File: src/rtl/etapa_wb_pkg.sv
// rtl/etapa_wb_pkg.sv - shared write-back encodings, widths and value selection
package etapa_wb_pkg;

    localparam int DATA_W = 32;
    localparam int NREG   = 8;
    localparam int ADDR_W = 3;
    localparam int IMM_W  = 8;

    typedef enum logic [1:0] {
        WB_DATA = 2'b00,
        WB_MEM  = 2'b01,
        WB_IMMZ = 2'b10,
        WB_IMMS = 2'b11
    } sel_wb_e;

    typedef struct packed {
        logic              valid;
        logic              wb_en;
        logic [ADDR_W-1:0] dir;
        logic [DATA_W-1:0] value;
    } wb_latch_t;

    function automatic logic [DATA_W-1:0] wb_select(
        input logic [1:0]        sel,
        input logic [DATA_W-1:0] data,
        input logic [DATA_W-1:0] mem,
        input logic [IMM_W-1:0]  imm
    );
        logic [DATA_W-1:0] res;
        case (sel_wb_e'(sel))
            WB_DATA: res = data;
            WB_MEM:  res = mem;
            WB_IMMZ: res = {{(DATA_W-IMM_W){1'b0}}, imm};
            default: res = {{(DATA_W-IMM_W){imm[IMM_W-1]}}, imm};
        endcase
        return res;
    endfunction

endpackage

File: src/rtl/etapa_wb_banco_registros.sv
// rtl/etapa_wb_banco_registros.sv - register file, one write port, two read ports, r0 hardwired to zero
module banco_registros
    import etapa_wb_pkg::*;
#(
    parameter int NREG = etapa_wb_pkg::NREG
) (
    input  logic              clk,
    input  logic              rst_n,
    input  logic              we_i,
    input  logic [ADDR_W-1:0] waddr_i,
    input  logic [DATA_W-1:0] wdata_i,
    input  logic [ADDR_W-1:0] raddr_a_i,
    output logic [DATA_W-1:0] rdata_a_o,
    input  logic [ADDR_W-1:0] raddr_b_i,
    output logic [DATA_W-1:0] rdata_b_o
);

    logic [DATA_W-1:0] regs_q [NREG];
    logic              wr_ok;

    // Index 0 and any index past the array are silently dropped
    assign wr_ok = we_i && (waddr_i != '0) && (int'(waddr_i) < NREG);

    always_ff @(posedge clk or negedge rst_n) begin
        if (!rst_n) begin
            for (int i = 0; i < NREG; i++) begin
                regs_q[i] <= '0;
            end
        end else if (wr_ok) begin
            regs_q[waddr_i] <= wdata_i;
        end
    end

    always_comb begin
        rdata_a_o = '0;
        if ((raddr_a_i != '0) && (int'(raddr_a_i) < NREG)) begin
            rdata_a_o = regs_q[raddr_a_i];
        end
    end

    always_comb begin
        rdata_b_o = '0;
        if ((raddr_b_i != '0) && (int'(raddr_b_i) < NREG)) begin
            rdata_b_o = regs_q[raddr_b_i];
        end
    end

endmodule

File: src/rtl/etapa_wb.sv
// rtl/etapa_wb.sv - write-back stage: result latch, register file write, read bypass, retire counter
module etapa_wb
    import etapa_wb_pkg::*;
#(
    parameter int NREG = etapa_wb_pkg::NREG
) (
    input  logic              clk,
    input  logic              rst_n,
    input  logic              valid_in,
    input  logic              stall,
    input  logic              flush,
    input  logic [DATA_W-1:0] mem_in,
    input  logic [DATA_W-1:0] data_in,
    input  logic [IMM_W-1:0]  inmediate_in,
    input  logic [ADDR_W-1:0] dir_dest_in,
    input  logic              wb_en_in,
    input  logic [1:0]        sel_wb,
    input  logic [ADDR_W-1:0] rd_addr_a,
    input  logic [ADDR_W-1:0] rd_addr_b,
    output logic [DATA_W-1:0] rd_data_a,
    output logic [DATA_W-1:0] rd_data_b,
    output logic              wb_valid,
    output logic [ADDR_W-1:0] wb_dir,
    output logic [DATA_W-1:0] wb_value,
    output logic [15:0]       retired
);

    wb_latch_t         latch_q, latch_d;
    logic [15:0]       retired_q, retired_d;
    logic              wr_en;
    logic [DATA_W-1:0] arr_a, arr_b;

    always_comb begin
        latch_d = latch_q;
        if (flush) begin
            latch_d.valid = 1'b0;
        end else if (!stall) begin
            latch_d.valid = valid_in;
            latch_d.wb_en = wb_en_in;
            latch_d.dir   = dir_dest_in;
            latch_d.value = wb_select(sel_wb, data_in, mem_in, inmediate_in);
        end
    end

    always_ff @(posedge clk or negedge rst_n) begin
        if (!rst_n) begin
            latch_q   <= '0;
            retired_q <= '0;
        end else begin
            latch_q   <= latch_d;
            retired_q <= retired_d;
        end
    end

    assign wb_valid  = latch_q.valid && latch_q.wb_en && (latch_q.dir != '0);
    assign wb_dir    = latch_q.dir;
    assign wb_value  = latch_q.value;
    assign retired   = retired_q;

    // A stalled entry stays put and commits on the first edge where stall and flush are both low
    assign wr_en     = wb_valid && !stall && !flush;
    assign retired_d = wr_en ? retired_q + 16'd1 : retired_q;

    banco_registros #(
        .NREG (NREG)
    ) u_banco (
        .clk       (clk),
        .rst_n     (rst_n),
        .we_i      (wr_en),
        .waddr_i   (latch_q.dir),
        .wdata_i   (latch_q.value),
        .raddr_a_i (rd_addr_a),
        .rdata_a_o (arr_a),
        .raddr_b_i (rd_addr_b),
        .rdata_b_o (arr_b)
    );

    always_comb begin
        rd_data_a = arr_a;
        rd_data_b = arr_b;
        if (wb_valid && !stall && (rd_addr_a == latch_q.dir)) begin
            rd_data_a = latch_q.value;
        end
        if (wb_valid && !stall && (rd_addr_b == latch_q.dir)) begin
            rd_data_b = latch_q.value;
        end
    end

endmodule

File: config.mk
export PLATFORM = sky130hd
export DESIGN_NAME = etapa_wb
export DESIGN_NICKNAME = d
export VERILOG_FILES = /design/src/rtl/etapa_wb_pkg.sv /design/src/rtl/etapa_wb_banco_registros.sv /design/src/rtl/etapa_wb.sv
export SDC_FILE = /design/constraint.sdc
export NUM_CORES = 1
export LEC_CHECK = 0
export CAP_MARGIN = 10
export CORE_ASPECT_RATIO = 1.2
export CORE_MARGIN = 4
export CORE_UTILIZATION = 50
export CTS_CLUSTER_DIAMETER = 40
export DETAILED_ROUTE_END_ITERATION = 6
export PLACE_DENSITY = 0.8
export SKIP_CTS_REPAIR_TIMING = 1
export SYNTH_ARGS = -nofsm -noshare
export SYNTH_HDL_FRONTEND = slang
export SYNTH_SLANG_ARGS = --single-unit
File: constraint.sdc
create_clock -name clk -period 3 [get_ports clk]
set_input_delay 0.6 -clock clk [delete_from_list [all_inputs] [get_ports clk]]
set_output_delay 0.6 -clock clk [all_outputs]
set_load 0.01 [all_outputs]
# == After elaboration in Yosys (flattened, before gate mapping) ==
# Cells that the tools add are included.
# totals
input_bits,89
output_inout_bits,116
reg_bits,309
elab_cells,59
# op_classes
mux,16
reduce_logical,15
n_bitwise,5
n_addsub,1
n_eq_ne,5
order_cmp,4
# ops
cell,count
2-to-1 mux 32 bit,9
bitwise mux 256 bit,1
binary-select mux 32 bit (select 3 bit),2
demux 32 bit (select 3 bit),1
case mux 32 bit (3 select lines),1
2-to-1 mux 37 bit,1
adder 16 x 1 -> 16 bit (second input constant),1
>= comparator 4 bit (second input constant),3
inverter 3 -> 4 bit,3
nonzero test 3 bit,3
logical AND 1 bit,8
== test 3 bit,2
< comparator 4 x 1 -> 1 bit (second input constant),1
== test 2 x 1 -> 1 bit (second input constant),1
== test 2 bit (second input constant),1
logical NOT 1 bit,2
logical NOT 2 bit,1
!= test 2 x 1 -> 1 bit (second input constant),1
inverter 1 bit,2
AND reduction 2 bit,1
2-to-1 mux 1 bit,1

# == Longest topological paths before layout ==
# logic_depth
word_depth,6
mapped_depth,7
ltp_nobuf,5

# == Cells and area by module ==
# A second synthesis with hierarchy kept.
# hier_totals
cells_unflattened,1236
hier_area_um2,16175.5
# by_module_without_submodules
mod,cells_per_inst,instances,area_per_inst_um2
banco_registros,874,1,12315.6
etapa_wb,362,1,3860.0

# == Least setup slack after synthesis ==
# Ideal clock, no wire load.
# synth_timing
path_kind,input to output
startpoint,in rd_addr_a[0]
endpoint,out rd_data_a[10]
stages,6
arrival_time_ns,2.145
n_path_buf,2
slack_ns,0.255
required_ns,2.400
path_cell_list,clkbuf_1 clkbuf_1 mux2_2 a32oi_1 o221ai_1 mux2_2
# synth_via
elab_chain_cells,6
elab_cells_between_ends,9
classes_between,1 x eq/ne; 5 x mux; 1 x bitwise; 2 x reduce/logical
# synth_rtl
element,line,rtl
"start, declared",etapa_wb.sv:18,"input logic [ADDR_W-1:0] rd_addr_a,"
inverter 3 -> 4 bit (not written as such),etapa_wb_banco_registros.sv:37,rdata_a_o = regs_q[raddr_a_i];
binary-select mux 32 bit (select 3 bit),etapa_wb_banco_registros.sv:37,
2-to-1 mux 32 bit (not written as such) (2 in a row),etapa_wb_banco_registros.sv:37,
2-to-1 mux 32 bit,etapa_wb_banco_registros.sv:36,if ((raddr_a_i != '0) && (int'(raddr_a_i) < NREG)) begin
2-to-1 mux 32 bit *,etapa_wb.sv:81,if (wb_valid && !stall && (rd_addr_a == latch_q.dir)) begin
"end, declared",etapa_wb.sv:20,"output logic [DATA_W-1:0] rd_data_a,"
# Every way passes the cells marked *; elsewhere a longest branch is shown, timed or not. The select of a mux whose other input is x is not followed.

# == Worst setup path in the final report ==
# layout_timing
startpoint,"reg latch_q, in the netlist wb_dir[0]"
endpoint,out rd_data_a[29]
# layout_via
elab_chain_cells,5
elab_cells_between_ends,6
classes_between,1 x eq/ne; 1 x mux; 4 x reduce/logical
# layout_rtl
element,line,rtl
"start, declared",etapa_wb.sv:28,"wb_latch_t latch_q, latch_d;"
"start signal, assigned",etapa_wb.sv:50,latch_q <= latch_d;
nonzero test 3 bit,etapa_wb.sv:55,assign wb_valid = latch_q.valid && latch_q.wb_en && (latch_q.dir != '0);
logical AND 1 bit,etapa_wb.sv:55,
logical AND 1 bit,etapa_wb.sv:81,
logical AND 1 bit *,etapa_wb.sv:81,
2-to-1 mux 32 bit *,etapa_wb.sv:81,
# Every way passes the cells marked *; elsewhere a longest branch is shown, timed or not.

==> metrics.cfg <==
[cts]
cts_buffers=36
clock_sinks=277
h-tree-depth=2
clockBufferDepth=3
ctsRootBufferMaster=clkbuf_16
clkLatencyLatePin_ps=520
tritoncts=built
clk_pin_slew_worst_paths_ps=50

[die]
initial_utilization_pct=50.7
core_um2=30500
pin_count=205
core.rowCount=70
die-area_um2=33800
die_x_um=169
die_h_um=201

[route]
drt_wl_total_um=45800
drt_first_pass_iters=5
num_vias=11700
drt_iter0_markers=909
vias_per_cell=6.17
drc_errors=0
antenna_left=0
drt-wirelength-per-cell_um=24.2

[synth]
synth_area_per_cell_um2=12.3
synthesis.area_um2=15500
synth_seq_area_share_pct=44.8
synth-main-ff-cell=dfrtp_1
synthArstFlopShare_pct=100
synth_edf_count=0
syn_inst=1253
synth.yosys.warnings=0
synth_seq_cells=277
syn_nets=1343
synth_cell_types=42

[timing]
whs_ps=109
clock_skew_ps=18.2
fin_ws_ps=-24.0
rsz0062_at_grt=true
setup_viol=2
finalHoldViolations=0
worst_pin_slew_ps=690
slew_violations=0
period_share_pct=101
fin_tns_setup_ps=-31.4
post-route-min-period_ps=3020
relSlewSlack_pct=54.0
clock.fmax_ghz=0.331

[place]
place_hpwl_um=29800
portBuffers=204
dp_slack_ps=-506
gp_congestion=0.865

[power]
design_power_total_mw=10.7
leakagePower_nw=10.6
vdd_drop_max_uv=405
powerDensity_nw_per_um2=530

[grt]
grt_max_degree=83
track_usage_pct=25.6
grt_pass1_vias=12400
antenna_found_initial=2
grt_pass1_wl_um=69200
grt_overflow=0

[setup_path]
r2r_cells=6
cp-end-kind=output pin
cp_max_fo=6
cp.required_ps=2400
start_kind=flop
path_class=reg2out
arrival_ps=2420

[hold_path]
hold_class=in2async

[flow_run]
cap_violations=0

[layout]
fin_util_pct=66.4
drive_gt1_share_pct=38.9
nFillCells=2142
areaGrowthSynthToFinish_pct=30.9
nets=1556

[outcome]
violations=setup timing
status=finished with violations

## layout by cell type (no fill, tap or decap), types with 7 or more instances in the layout
master,netlist,layout
o221ai_2,0,7
clkdlybuf4s50_1,0,130
buf_6,6,7
clkbuf_16,0,40
o21a_1,24,24
a22oi_1,31,31
a32oi_1,31,27
buf_12,0,29
buf_4,35,96
o21ai_0,32,32
xor2_1,8,8
nor2_1,15,13
dfrtp_1,277,277
mux2i_1,165,163
a21oi_1,9,9
o221ai_1,62,55
bufinv_16,0,7
nand2_1,29,28
xnor2_1,13,13
dlymetal6s2s_1,0,66
mux2_2,346,344
## where the power goes
| part | internal [mW] | switching (mW) |
|---|---|---|
| Clock | 2.95 | 1.68 |
| Combinational | 0.927 | 0.743 |
| Sequential | 4.03 | 0.390 |
| Total | 7.91 | 2.82 |
## cells in the mapped netlist, drive strengths merged (2+ instances only)
cell    instances  area [µm²]
mux2          349        3930
dfrtp         277        6930
mux2i         165        1650
buf           104         597
o221ai         62         543
clkbuf         59         221
o21ai          32         160
a22oi          31         233
a32oi          31         272
nand2          29         109
o21a           24         180
nor2           16        62.6
xnor2          13         114
a21oi           9        45.0
xor2            8        70.1
nand3           6        30.0
nor3            6        35.0
nand4           4        25.0
and4            3        26.3
nand2b          3        18.8
nor3b           3        45.1
and2            2        12.5
and3            2        12.5
inv             2        7.51
mux4            2        45.0
nand3b          2        15.0
nor2b           2        12.5
## cells by family after synthesis
group	count (synthesis)	share of synthesized area [%]
multiplexers	516	36.4
flip-flops	277	44.8
AO/OA/AOI/OAI	190	9.30
buffers and inverters	165	5.34
AND/OR/NAND/NOR	83	2.87
XOR/XNOR	21	1.19
adder cells (fa/ha/maj)	1	0.0809
## metrics by stage
stage	instances	instance area [µm²]
6_report	1890	20200
4_1_cts	1869	19700
3_3_place_gp	1805	18400
3_5_place_dp	1805	18400
2_1_floorplan	1253	15500
5_1_grt	1889	20200
## flip-flops by register name, summed over array words and instances (netlist names)
register        cells
latch_q             2
u_banco.regs_q    224
wb_dir              3
wb_value           32
retired            16
## worst max-delay path: stages, from the launching register on
cell	delay, ps
dfrtp_1	380
nor3_2	250
nor3_2	80
buf_4	150
nand4_1	100
buf_6	130
buf_6	120
clkbuf_16	150
buf_4	100
mux2_2	330
buf_6	120
## routing by layer
metal	track usage (%)	vias up	wire length (µm)
met5	0	-	13
li1	-	5093	-
met2	44.8	487	23300
met4	10.5	2	2020
met1	31.3	5942	17800
met3	4.37	130	2720
## path summary, 6_finish.rpt
check	slack, ps	to	start
min in group clk	480	retired[15]	retired[15]
worst min register to register	480	retired[15]	retired[15]
worst max-delay path	-20	rd_data_a[29]	wb_dir[0]
max in group asynchronous	2020	u_banco.regs_q[199]	rst_n
worst max register to register	920	u_banco.regs_q[217]	latch_q[35]
worst min-delay path	110	u_banco.regs_q[174]	rst_n
## final cells by class
cell class | count | area (µm²) | share of cell area [%]
clock inverters | 22 | 324 | 1.60
clock buffers | 42 | 975 | 4.81
diodes | 2 | 5.00 | 0.0247
multi-input cells | 811 | 7860 | 38.8
flip-flops and latches | 277 | 6930 | 34.2
well taps | 396 | 495 | 2.45
inverters | 2 | 7.51 | 0.0371
repair buffers | 338 | 3650 | 18.0
Power figures use the tool's default switching activity.
